File: config.mk
export PLATFORM = sky130hd
export DESIGN_NAME = button_step_conditioner
export DESIGN_NICKNAME = d
export VERILOG_FILES = /design/src/rtl/button_step_conditioner.sv
export SDC_FILE = /design/constraint.sdc
export NUM_CORES = 1
export LEC_CHECK = 0
export BUFFER_PORTS_ARGS = -buffer_cell sky130_fd_sc_hd__buf_2
export CAP_MARGIN = 5
export CORE_ASPECT_RATIO = 2
export CORE_MARGIN = 1
export CORE_UTILIZATION = 47
export CTS_BUF_LIST = sky130_fd_sc_hd__clkbuf_2 sky130_fd_sc_hd__clkbuf_4 sky130_fd_sc_hd__clkbuf_8
export CTS_CLUSTER_SIZE = 28
export DETAILED_ROUTE_END_ITERATION = 6
export PLACE_DENSITY_LB_ADDON = 0.1
export SYNTH_ARGS = -nofsm -noshare
export SYNTH_HDL_FRONTEND = slang
export SYNTH_SLANG_ARGS = --single-unit
File: constraint.sdc
create_clock -name sysclock -period 3.7 [get_ports sysclock]
set_clock_uncertainty 0.05 [all_clocks]
set_input_delay 0.555 -clock sysclock [delete_from_list [all_inputs] [get_ports sysclock]]
set_output_delay 0.555 -clock sysclock [all_outputs]
set_load 0.01 [all_outputs]
File: src/rtl/button_step_conditioner.sv
// Turns the two raw push-buttons into clean, mutually exclusive up/down step pulses,
// with auto-repeat while a button is held and a lockout while both buttons are pressed.
module button_step_conditioner #(
    parameter int unsigned DEBOUNCE_CYCLES = 65535,
    parameter int unsigned REPEAT_DELAY    = 25000000,
    parameter int unsigned REPEAT_PERIOD   = 5000000,
    parameter int unsigned CNT_W           = 26
) (
    input  logic sysclock,
    input  logic reset,
    input  logic raw_up,
    input  logic raw_down,
    output logic up_pulse,
    output logic down_pulse,
    output logic up_held,
    output logic down_held,
    output logic lockout
);

    typedef enum logic [1:0] {
        IDLE,
        WAIT,
        REPEAT
    } state_t;

    localparam logic [CNT_W-1:0] DEB_LIMIT  = CNT_W'(DEBOUNCE_CYCLES);
    localparam logic [CNT_W-1:0] DELAY_LOAD = CNT_W'(REPEAT_DELAY);
    localparam logic [CNT_W-1:0] PERIOD_LOAD = CNT_W'(REPEAT_PERIOD);
    localparam logic [CNT_W-1:0] ONE        = CNT_W'(1);

    // Index 0 is the up button, index 1 the down button.
    logic [1:0]       raw;
    logic [1:0]       sync1_q, sync1_d;
    logic [1:0]       sync2_q, sync2_d;
    logic [1:0]       deb_q, deb_d;
    logic [CNT_W-1:0] deb_cnt_q [2];
    logic [CNT_W-1:0] deb_cnt_d [2];
    state_t           state_q [2];
    state_t           state_d [2];
    logic [CNT_W-1:0] timer_q [2];
    logic [CNT_W-1:0] timer_d [2];
    logic [1:0]       pulse_q, pulse_d;
    logic             lockout_q, lockout_d;

    assign raw = {raw_down, raw_up};

    // The debounced level only moves once the synced input has disagreed with it long enough.
    always_comb begin
        sync1_d = raw;
        sync2_d = sync1_q;
        deb_d   = deb_q;
        for (int i = 0; i < 2; i++) begin
            deb_cnt_d[i] = '0;
            if (sync2_q[i] != deb_q[i]) begin
                if (deb_cnt_q[i] == DEB_LIMIT) begin
                    deb_d[i] = sync2_q[i];
                end else begin
                    deb_cnt_d[i] = deb_cnt_q[i] + ONE;
                end
            end
        end
    end

    // Lockout latches on both-pressed and only releases once both buttons are fully up.
    always_comb begin
        lockout_d = lockout_q;
        if (deb_d == 2'b11) begin
            lockout_d = 1'b1;
        end else if (deb_d == 2'b00) begin
            lockout_d = 1'b0;
        end
    end

    // Edges are taken from the next debounced level so a release beats a same-cycle repeat.
    always_comb begin
        pulse_d = '0;
        for (int i = 0; i < 2; i++) begin
            state_d[i] = state_q[i];
            timer_d[i] = timer_q[i];
            if (lockout_d) begin
                state_d[i] = IDLE;
                timer_d[i] = '0;
            end else begin
                case (state_q[i])
                    IDLE: begin
                        if (deb_d[i] && !deb_q[i]) begin
                            pulse_d[i] = 1'b1;
                            timer_d[i] = DELAY_LOAD;
                            state_d[i] = WAIT;
                        end
                    end
                    WAIT, REPEAT: begin
                        if (!deb_d[i]) begin
                            state_d[i] = IDLE;
                            timer_d[i] = '0;
                        end else if (timer_q[i] == ONE) begin
                            pulse_d[i] = 1'b1;
                            timer_d[i] = PERIOD_LOAD;
                            state_d[i] = REPEAT;
                        end else if (timer_q[i] != '0) begin
                            timer_d[i] = timer_q[i] - ONE;
                        end
                    end
                    default: begin
                        state_d[i] = IDLE;
                        timer_d[i] = '0;
                    end
                endcase
            end
        end
    end

    always_ff @(posedge sysclock) begin
        if (reset) begin
            sync1_q   <= '0;
            sync2_q   <= '0;
            deb_q     <= '0;
            pulse_q   <= '0;
            lockout_q <= 1'b0;
            for (int i = 0; i < 2; i++) begin
                deb_cnt_q[i] <= '0;
                timer_q[i]   <= '0;
                state_q[i]   <= IDLE;
            end
        end else begin
            sync1_q   <= sync1_d;
            sync2_q   <= sync2_d;
            deb_q     <= deb_d;
            pulse_q   <= pulse_d;
            lockout_q <= lockout_d;
            for (int i = 0; i < 2; i++) begin
                deb_cnt_q[i] <= deb_cnt_d[i];
                timer_q[i]   <= timer_d[i];
                state_q[i]   <= state_d[i];
            end
        end
    end

    assign up_pulse   = pulse_q[0];
    assign down_pulse = pulse_q[1];
    assign up_held    = deb_q[0];
    assign down_held  = deb_q[1];
    assign lockout    = lockout_q;

endmodule
Yosys cells after proc, flatten, opt, wreduce, memory -nomap -nowiden
Memories as Yosys holds them, arrays and structs flattened.
Cells that the tools add are included.
{ "classes": {"n_addsub": 4, "n_eq_ne": 11, "muxes": 49, "n_bitwise": 6, "reduce_logical": 12} }
{ "op_table": {"columns": ["operator", "n"], "rows": [
  ["$mux W26", 18],
  ["$pmux W26 S2", 2],
  ["$add A26 B1 Y26 const B", 2],
  ["$eq A26 B1 Y1 const B", 2],
  ["$eq A26 B16 Y1 const B", 2],
  ["$reduce_bool A26 Y1", 2],
  ["$sub A26 B1 Y26 const B", 2],
  ["$mux W2", 10],
  ["$mux W1", 15],
  ["$pmux W2 S2", 2],
  ["$eq A2 B2 Y1 const B", 3],
  ["$logic_not A2 Y1", 3],
  ["$or A1 B1 Y1", 6],
  ["$reduce_or A2 Y1", 3],
  ["$eq A2 B1 Y1 const B", 2],
  ["$pmux W1 S2", 2],
  ["$logic_and A1 B1 Y1", 2],
  ["$logic_not A1 Y1", 2],
  ["$ne A1 B1 Y1", 2]
]} }
{ "word_totals": {"regBits": 9, "mem_bits_rw": 108, "input_bits": 4, "out_inout_bits": 5, "elab_cells": 90, "memories": 3} }
{ "mem_list": {"columns": ["memory", "words", "word_bits", "rd", "rd_clocked_by_memory_dff", "wr", "line", "rtl"], "rows": [
  ["deb_cnt_q", 2, 26, 2, 0, 2, "36", "logic [CNT_W-1:0] deb_cnt_q [2];"],
  ["timer_q", 2, 26, 2, 0, 2, "40", "logic [CNT_W-1:0] timer_q [2];"],
  ["state_q", 2, 2, 2, 0, 2, "38", "state_t state_q [2];"]
]} }

Depth between registers and ports, before layout
Gate-level depths: netlist of run 1.
{ "depth": {"depth_word": 8, "depth_mapped": 10, "ltp_nobuf": 9} }

Least setup slack after synthesis of run 1
No wires, ideal clock.
{ "synth_path": {"path_type": "register to register", "startpoint": "memory timer_q[1][20], in the netlist timer_q[0][46]", "endpoint": "memory timer_q[1][19], in the netlist timer_q[0][45]", "setup_time_ps": 119, "t_arrival_ps": 2697, "required_time_ps": 3531, "setup_slack_ps": 834, "path_stages_with_launch": 9, "n_path_buf": 2, "period_less_slack_ps": 2866, "path_cell_list": "dfxtp_1 -> or4_4 -> or4b_1 -> buf_2 -> or3_1 -> o211a_2 -> a21o_1 -> buf_2 -> o221a_2"} }
{ "synth_lines": {"columns": ["item", "line"], "rows": [
  ["start, declared", "40"]
]} }

==> results of run 1 <==
## final cells by class
cell class                      instances  area [um^2]
Timing Repair Buffer                   21          138
Clock inverter                         14          176
Sequential cell                       117         2340
Clock buffer                           18          241
Inverter                               23         86.3
Tap cell                              150          188
Fill cell                            1191         5870
Multi-Input combinational cell        573         3440
## metal layers
| metal | up-vias | wire, um | GRT usage [%] |
|---|---|---|---|
| met1 | 2642 | 6070 | 27.6 |
| met3 | 38 | 511 | 4.92 |
| met4 | 0 | 424 | 11.1 |
| met2 | 137 | 7940 | 42.6 |
| met5 | - | 0 | 0 |
| li1 | 2734 | - | - |
## worst reg2reg max path: stages (launching register included)
cell and delay, ns:
dfxtp_1 0.38, or4_1 0.63, nor4_1 0.44, and4_1 0.37
a211o_1 0.29, buf_4 0.29, o21ai_1 0.15, buf_4 0.24
a21o_1 0.18, a32o_1 0.24
## registers in the layout (all words and copies together) (netlist names)
name,flops
deb_cnt_q,52
deb_q,2
lockout,1
pulse_q,2
state_q,4
sync1_q,2
sync2_q,2
timer_q,52
## power breakdown
part	switching, uW	total, uW	internal, uW	leakage (uW)
registers	1.65	1260	1260	0.000943
clock network	561	1240	681	0.000207
logic	20.6	27.5	6.84	0.00123
total	584	2530	1950	0.00238
## path summary, 6_finish.rpt
path	from	end	slack (ns)
max	timer_q[0][21]	timer_q[0][7]	0.34
min	raw_down	sync1_q[1]	0.29
max reg2reg	timer_q[0][21]	timer_q[0][7]	0.34
min reg2reg	sync1_q[1]	sync2_q[1]	0.39
## synth_stat cells (6+ instances only)
cell type  number
nor2b_1         6
ha_1           10
o221a_2         6
nor2_1         95
a31oi_1        11
dfxtp_1       117
and4_1          6
nand3_1        27
a21oi_1        58
xor2_1         32
o21ai_0        25
nand2_1        64
clkbuf_1       25
nor3_1         41
a32o_1          7
xnor2_1        14
o31ai_1        12
or4_1           7
nand4_1        19
nor4_1         19
and3_1         13
a211oi_1       11
or3_1          17
inv_1          22
## logic make-up (layout without fill, tap and decap cells)
logic type                 count (synthesis)  in the layout  share of synthesized area (%)
adders and majority gates                 10             10                           2.09
AOI/OAI and AO/OA                        167            167                           18.3
buffers and inverters                     56             76                           3.72
and+or+nand+nor                          348            348                           29.6
DFF                                      117            117                           39.1
xor gates and xnor gates                  46             46                           6.73
muxes                                      2              2                          0.376
## metrics by stage
stage	power [uW]	setup slack, ns
global route	2620	0.123
floorplan	1310	0.834
CTS	2560	0.174
finish	2530	0.337
detailed placement	1320	0.177
global placement	1320	0.347
## timing repair
item	CTS	global route
hold buffers	0	0
endpoints found under the setup margin	0	15
resized for setup	0	2
endpoints found under the hold margin	0	0
==> results.py, run 1 <==
metrics = {
    "global_route": {
        "antenna_found_initial": 0,
        "grt_max_degree": 40,
        "grt_pass1_vias": 5436,
        "grt_use_total_pct": 24.5,
        "grt_overflow": 0,
        "grt_pass1_wl_mm": 25.3,
    },
    "setup_path": {
        "path_common_cell": "buf_4",
        "arrival_ns": 3.63,
        "startpoint_type": "register",
        "crit_fanout": 18,
        "critPathKind": "register to register",
        "slowest_stage": "or4_1",
        "cp.depth": 9,
        "worstSetupEndpointType": "register",
        "path_cells": "or4_1, nor4_1, and4_1, a211o_1, buf_4, o21ai_1, buf_4, a21o_1, a32o_1",
        "crit_required_ns": 3.97,
        "cp_top_family": "simple AND/OR/NAND/NOR gates",
        "slowest_delay_ns": 0.63,
        "path_buf_inv": 2,
        "reg2regPathDepth": 9,
    },
    "final_layout": {
        "n_antenna_cell": 0,
        "postLayoutCoreUtil_pct": 53.0,
        "drive_gt1_share_pct": 10.3,
        "layout_commonest_cell": "dfxtp_1",
        "area_growth_pct": 10.4,
        "final_cell_mix": "dfxtp_1, nor2_1, nand2_1, a21oi_1, nor3_1",
        "fin_nets": 767,
        "design_area_mm2": 0.00661,
        "instances_no_fill": 916,
    },
    "run_status": {
        "status": "finished, final reports clean",
    },
    "logic_synthesis": {
        "ys_async_sr_fraction_pct": 0,
        "synth.top_cell.area_share_pct": 39.1,
        "synthTopCellsByArea": "dfxtp_1, nor2_1, a21oi_1, xor2_1, nand2_1",
        "synth_warnings": 0,
        "netlist_instances": 746,
        "yosysSeqAreaShare_pct": 39.1,
        "synth-edff-count": 0,
        "syn-cell-area_mm2": 0.00599,
        "ys_types": 61,
        "syn_nets": 760,
        "syn_area_per_cell_um2": 8.03,
        "ys_seq_elements": 117,
        "synth_top_area_cell": "dfxtp_1",
        "synth_flop_cell": "dfxtp_1",
    },
    "min_path": {
        "holdPathStages": 2,
        "hold_class": "input port to register",
    },
    "clock_tree": {
        "cts_max_level": 4,
        "clock_path_buffers": 2,
        "clockRootBuffer": "clkbuf_8",
        "cts.sinks": 117,
        "cts_tree": "yes",
        "cts_inserted_buffers": 17,
        "path_clk_slew_ns": 0.09,
        "cts_setup_buffers": 0,
        "clk_latency_ns": 0.43,
    },
    "placement": {
        "port_buffers": 8,
        "hpwlAfterDp_mm": 10.5,
        "place_congestion": 0.950,
        "dp.cells": 884,
        "post_dp_cell_area_mm2": 0.00618,
    },
    "die": {
        "placement_rows": 58,
        "start_util_pct": 48.0,
        "io_pins": 9,
        "fp.dieArea_mm2": 0.0132,
        "die_h_um": 162,
        "core_area_mm2": 0.0125,
        "fp.dieW_um": 81.8,
    },
    "detailed_routing": {
        "vias_per_cell": 6.06,
        "wl_per_cell_um": 16.3,
        "vias": 5551,
        "drt_pass1_iterations": 5,
        "drc": 0,
        "drt_iter0_markers": 371,
        "drtAntennaViolNets": 0,
        "wirelength_mm": 15.0,
    },
    "flow_run": {
        "drv_cap": 0,
    },
    "sta": {
        "period_share_pct": 90.9,
        "period_needed_ns": 3.36,
        "tightest_slew_ns": 0.853,
        "hold_viol_final": 0,
        "drv_slew": 0,
        "rsz0062_at_grt": "false",
        "holdWs_ns": 0.294,
        "maxSlewHeadroom_pct": 43.0,
        "tns_ns": 0,
        "fmax_mhz": 297,
        "setup_viol": 0,
    },
    "power": {
        "power.density_mw_per_mm2": 383,
        "p_leak_uw": 0.00238,
        "ir_drop_v": 0.000267,
    },
}
Power figures use the tool's default switching activity.
==> inputs of run 2 (changes only) <==
--- a/config.mk
+++ b/config.mk
@@ -12,3 +12,2 @@
 export CORE_UTILIZATION = 47
-export CTS_BUF_LIST = sky130_fd_sc_hd__clkbuf_2 sky130_fd_sc_hd__clkbuf_4 sky130_fd_sc_hd__clkbuf_8
 export CTS_CLUSTER_SIZE = 28
==> constraint.sdc (replaced) <==
create_clock -name sysclock -period 3.7 [get_ports sysclock]
set_clock_uncertainty 0.05 [all_clocks]
set_input_delay 0.37 -clock sysclock [delete_from_list [all_inputs] [get_ports sysclock]]
set_output_delay 0.37 -clock sysclock [all_outputs]
set_load 0.01 [all_outputs]
==> results.py, run 2 (synthesis gave the netlist of run 1 again) <==
metrics = {
    "run_status": {
        "status": "finished, final reports clean",
    },
    "detailed_routing": {
        "vias_per_cell": 6.12,
        "drt_pass1_iterations": 5,
        "wirelength_mm": 15.1,
        "vias": 5603,
        "drc": 0,
        "drtAntennaViolNets": 0,
        "drt_iter0_markers": 394,
        "wl_per_cell_um": 16.4,
    },
    "clock_tree": {
        "cts_resized": 0,
        "clock_path_buffers": 2,
        "cts_setup_buffers": 0,
        "clockRootBuffer": "clkbuf_16",
        "cts.sinks": 117,
        "cts_tree": "yes",
        "cts_inserted_buffers": 17,
        "cts_max_level": 4,
        "hold_buffers": 0,
        "clk_latency_ns": 0.41,
        "path_clk_slew_ns": 0.06,
    },
    "global_route": {
        "grt_pass1_vias": 5478,
        "grt_max_degree": 40,
        "antenna_found_initial": 0,
        "grt_pass1_wl_mm": 25.2,
        "grt_use_total_pct": 24.4,
        "grt_overflow": 0,
    },
    "final_layout": {
        "area_growth_pct": 13.5,
        "instances_no_fill": 916,
        "drive_gt1_share_pct": 10.1,
        "fin_nets": 767,
        "layout_commonest_cell": "dfxtp_1",
        "n_antenna_cell": 0,
        "reg_top3": "deb_cnt_q (52), timer_q (52), state_q (4)",
        "final_cell_mix": "dfxtp_1, nor2_1, nand2_1, a21oi_1, nor3_1",
    },
    "sta": {
        "tightest_slew_ns": 0.861,
        "drv_slew": 0,
        "fmax_mhz": 290,
        "maxSlewHeadroom_pct": 42.6,
        "period_needed_ns": 3.44,
        "tns_ns": 0,
        "hold_viol_final": 0,
        "period_share_pct": 93.1,
        "setup_viol": 0,
        "rsz0062_at_grt": "true",
    },
    "min_path": {
        "holdPathEnd": "sync1_q[1]",
        "holdPathStages": 2,
        "min_from": "raw_down",
        "hold_class": "input port to register",
    },
    "placement": {
        "place_congestion": 0.950,
        "dp.cells": 884,
        "port_buffers": 8,
        "hpwlAfterDp_mm": 10.5,
    },
    "setup_path": {
        "r2r_start": "timer_q[0][46]",
        "reg2regPathDepth": 7,
        "slowest_stage": "nor4_1",
        "path_cells": "or4_4, or4b_1, nor4_1, a21o_1, buf_4, a21oi_1, o221a_2",
        "path_buf_inv": 1,
        "worstSetupEndpointType": "register",
        "critPathKind": "register to register",
        "crit_required_ns": 3.95,
        "r2r-end": "timer_q[0][44]",
        "cp.depth": 7,
        "slowest_delay_ns": 0.69,
        "cp_top_family": "simple AND/OR/NAND/NOR gates",
        "reg2reg_slack_ns": 0.26,
        "arrival_ns": 3.70,
        "startpoint_type": "register",
        "crit_fanout": 16,
    },
    "die": {
        "die_h_um": 162,
        "io_pins": 9,
        "fp.dieArea_mm2": 0.0132,
        "start_util_pct": 48.0,
        "placement_rows": 58,
        "core_area_mm2": 0.0125,
        "fp.dieW_um": 81.8,
    },
    "power": {
        "p_leak_uw": 0.00246,
        "ir_drop_v": 0.000356,
        "power.density_mw_per_mm2": 439,
        "power.total_uw": 2980,
    },
    "flow_run": {
        "drv_cap": 0,
    },
}
==> run 2: cell count changes in the layout (fill, tap and decap cells not counted) <==
cell,delta
a21oi_2,-1
a21oi_4,+1
clkbuf_1,+1
clkbuf_16,+17
clkbuf_4,-1
clkbuf_8,-17
nor4_1,+1
nor4_2,-1
==> run 2: worst max-delay path by stage <==
stage	start	to	slack (ns)
after floorplan	timer_q[0][46]	timer_q[0][45]	0.83
after global placement	deb_cnt_q[0][26]	timer_q[0][51]	0.35
after detailed placement	deb_cnt_q[0][26]	timer_q[0][43]	0.18
after CTS	deb_cnt_q[0][26]	timer_q[0][43]	0.17
after global routing	deb_cnt_q[0][26]	timer_q[0][51]	-0.01
final	timer_q[0][46]	timer_q[0][44]	0.26
==> run 2: through the flow <==
stage / setup WS, ns / cell area (um^2) / util (%) / hold slack, ns
global placement: 0.347 / 6180 / 49.5 / 0.373
global route: -0.0124 / 6800 / 54.5 / 0.138
detailed placement: 0.177 / 6180 / 49.5 / 0.371
CTS: 0.166 / 6780 / 54.3 / 0.123
finish: 0.257 / 6800 / 54.5 / 0.129
floorplan: 0.834 / 5990 / - / 0.364
==> run 2: power breakdown <==
part           switching (uW)  internal, uW  leakage, uW
clock                     624          1070     0.000291
sequential               1.69          1260     0.000943
combinational            20.8          6.84      0.00123
==> run 2: cell type report <==
type                       count  area (um^2)
fill                        1165         5680
clock inverter                14          176
sequential                   117         2340
clock buffer                  18          429
tap                          150          188
timing repair buffer          21          138
multi-input combinational    573         3440
inverter                      23         86.3
==> run 2: per-layer routing <==
layer / GRT usage, % / part of all wire [%] / up-vias
met5: 0 / 0 / -
li1: - / - / 2742
met4: 11.2 / 3.0 / 0
met3: 5.31 / 4.2 / 37
met1: 27.5 / 41 / 2650
met2: 42.2 / 52 / 174
==> inputs of run 3 (changes only) <==
clock period = 3.2 ns   (was 3.7 ns; I/O delays follow)
==> results.py, run 3 (synthesis gave the netlist of run 1 again) <==
metrics = {
    "clock_tree": {
        "cts_max_level": 4,
        "path_clk_slew_ns": 0.06,
        "cts_resized": 0,
        "clk_latency_ns": 0.42,
        "clock_path_buffers": 2,
        "clockRootBuffer": "clkbuf_16",
        "cts_setup_buffers": 0,
        "cts_tree": "yes",
        "cts.sinks": 117,
        "hold_buffers": 0,
        "cts_inserted_buffers": 17,
    },
    "sta": {
        "maxSlewHeadroom_pct": 45.6,
        "rsz0062_at_grt": "false",
        "period_share_pct": 95.3,
        "tns_ns": 0,
        "setup_viol": 0,
        "tightest_slew_ns": 0.813,
        "period_needed_ns": 3.05,
        "hold_viol_final": 0,
        "fmax_mhz": 328,
        "drv_slew": 0,
        "holdWs_ns": 0.0563,
    },
    "global_route": {
        "grt_overflow": 0,
        "grt_pass1_vias": 5607,
        "grt_max_degree": 40,
        "grt_use_total_pct": 25.2,
        "antenna_found_initial": 0,
        "grt_pass1_wl_mm": 26.1,
    },
    "power": {
        "ir_drop_v": 0.000470,
        "p_leak_uw": 0.00258,
        "power.density_mw_per_mm2": 506,
    },
    "die": {
        "core_area_mm2": 0.0125,
        "start_util_pct": 48.0,
        "fp.dieArea_mm2": 0.0132,
        "placement_rows": 58,
        "fp.dieW_um": 81.8,
        "die_h_um": 162,
        "io_pins": 9,
    },
    "detailed_routing": {
        "drt_iter0_markers": 339,
        "vias_per_cell": 6.13,
        "drt_pass1_iterations": 6,
        "wl_per_cell_um": 16.4,
        "wirelength_mm": 15.4,
        "drc": 0,
        "vias": 5752,
        "drtAntennaViolNets": 0,
    },
    "setup_path": {
        "crit_required_ns": 3.45,
        "endpoint": "timer_q[0][40]",
        "critPathKind": "register to register",
        "reg2regPathDepth": 7,
        "path_cells": "or4_4, or4b_1, or3_1, o211a_2, a21o_1, buf_4, o221a_2",
        "arrival_ns": 3.30,
        "r2r_start": "timer_q[0][46]",
        "path_buf_inv": 1,
        "slowest_stage": "or4b_1",
        "startpoint_type": "register",
        "reg2reg_slack_ns": 0.15,
        "crit_fanout": 10,
        "r2r-end": "timer_q[0][40]",
        "critical_path.startpoint": "timer_q[0][46]",
        "cp_top_family": "simple AND/OR/NAND/NOR gates",
        "slowest_delay_ns": 0.58,
        "worstSetupEndpointType": "register",
        "cp.depth": 7,
    },
    "final_layout": {
        "n_antenna_cell": 0,
        "layout_commonest_cell": "dfxtp_1",
        "area_growth_pct": 16.6,
        "final_cell_mix": "dfxtp_1, nor2_1, nand2_1, a21oi_1, nor3_1",
        "reg_top3": "deb_cnt_q (52), timer_q (52), state_q (4)",
        "multi_input_area_mm2": 0.00342,
        "fill_cells": 1165,
        "fin_nets": 789,
        "regArea_mm2": 0.00234,
        "drive_gt1_share_pct": 12.7,
    },
    "min_path": {
        "hold_class": "input port to register",
    },
    "placement": {
        "hpwlAfterDp_mm": 10.8,
        "port_buffers": 8,
        "place_congestion": 0.976,
    },
    "run_status": {
        "status": "finished, final reports clean",
    },
    "flow_run": {
        "drv_cap": 0,
    },
}
## run 3: changes by cell type in the layout (fill, tap and decap cells not counted), sizes merged
| cell | delta |
|---|---|
| inv | +5 |
| buf | +22 |
| clkinv | -5 |
## run 3: cell type report
| class | instances | area share, % |
|---|---|---|
| inverters | 23 | 1.24 |
| repair buffers | 43 | 4.52 |
| well taps | 150 | 2.69 |
| flip-flops and latches | 117 | 33.6 |
| clock buffers | 18 | 6.29 |
| clock inverters | 14 | 2.67 |
| multi-input cells | 573 | 49.0 |
## run 3: through the flow
step	instance area (um^2)	util (%)	total power, uW	std cells	worst slack (ns)
3_5_place_dp	6350	50.9	1530	906	0.191
2_1_floorplan	5990	-	1520	746	0.334
5_1_grt	6980	55.9	3620	938	0.00130
4_1_cts	6980	55.9	3560	938	0.183
3_3_place_gp	6350	50.9	1530	906	0.175
6_report	6980	55.9	3530	938	0.149
## run 3: layer usage
metal  GRT usage, %  vias up  wire [um]
met2           43.4      182       8000
met4           13.6        0        662
met1           28.1     2730       6050
met5              0        -          0
li1               -     2787          -
met3           5.14       53        674
## run 3: how the worst min path moves through the flow
stage / startpoint / to / depth (start not counted)
after CTS: raw_up / sync1_q[0] / 2
after global routing: raw_down / sync1_q[1] / 2
final: raw_up / sync1_q[0] / 2
after global placement: deb_cnt_q[0][26] / deb_cnt_q[0][26] / 1
after floorplan: deb_cnt_q[0][26] / deb_cnt_q[0][26] / 1
after detailed placement: sync1_q[0] / sync2_q[0] / 1
## run 3: power breakdown
| group | switching, uW | leakage, uW | internal (uW) |
|---|---|---|---|
| clock network | 769 | 0.000301 | 1270 |
| logic | 24.3 | 0.00134 | 11.2 |
| registers | 1.91 | 0.000943 | 1460 |
| total | 795 | 0.00258 | 2740 |
## run 3: worst reg2reg max path, delay by kind of cell, from the launching register on
| kind | cells | cell delay, ns |
|---|---|---|
| AOI/OAI and AO/OA | 3 | 0.77 |
| and+or+nand+nor | 3 | 1.54 |
| DFF | 1 | 0.35 |
| buffers and inverters | 1 | 0.22 |
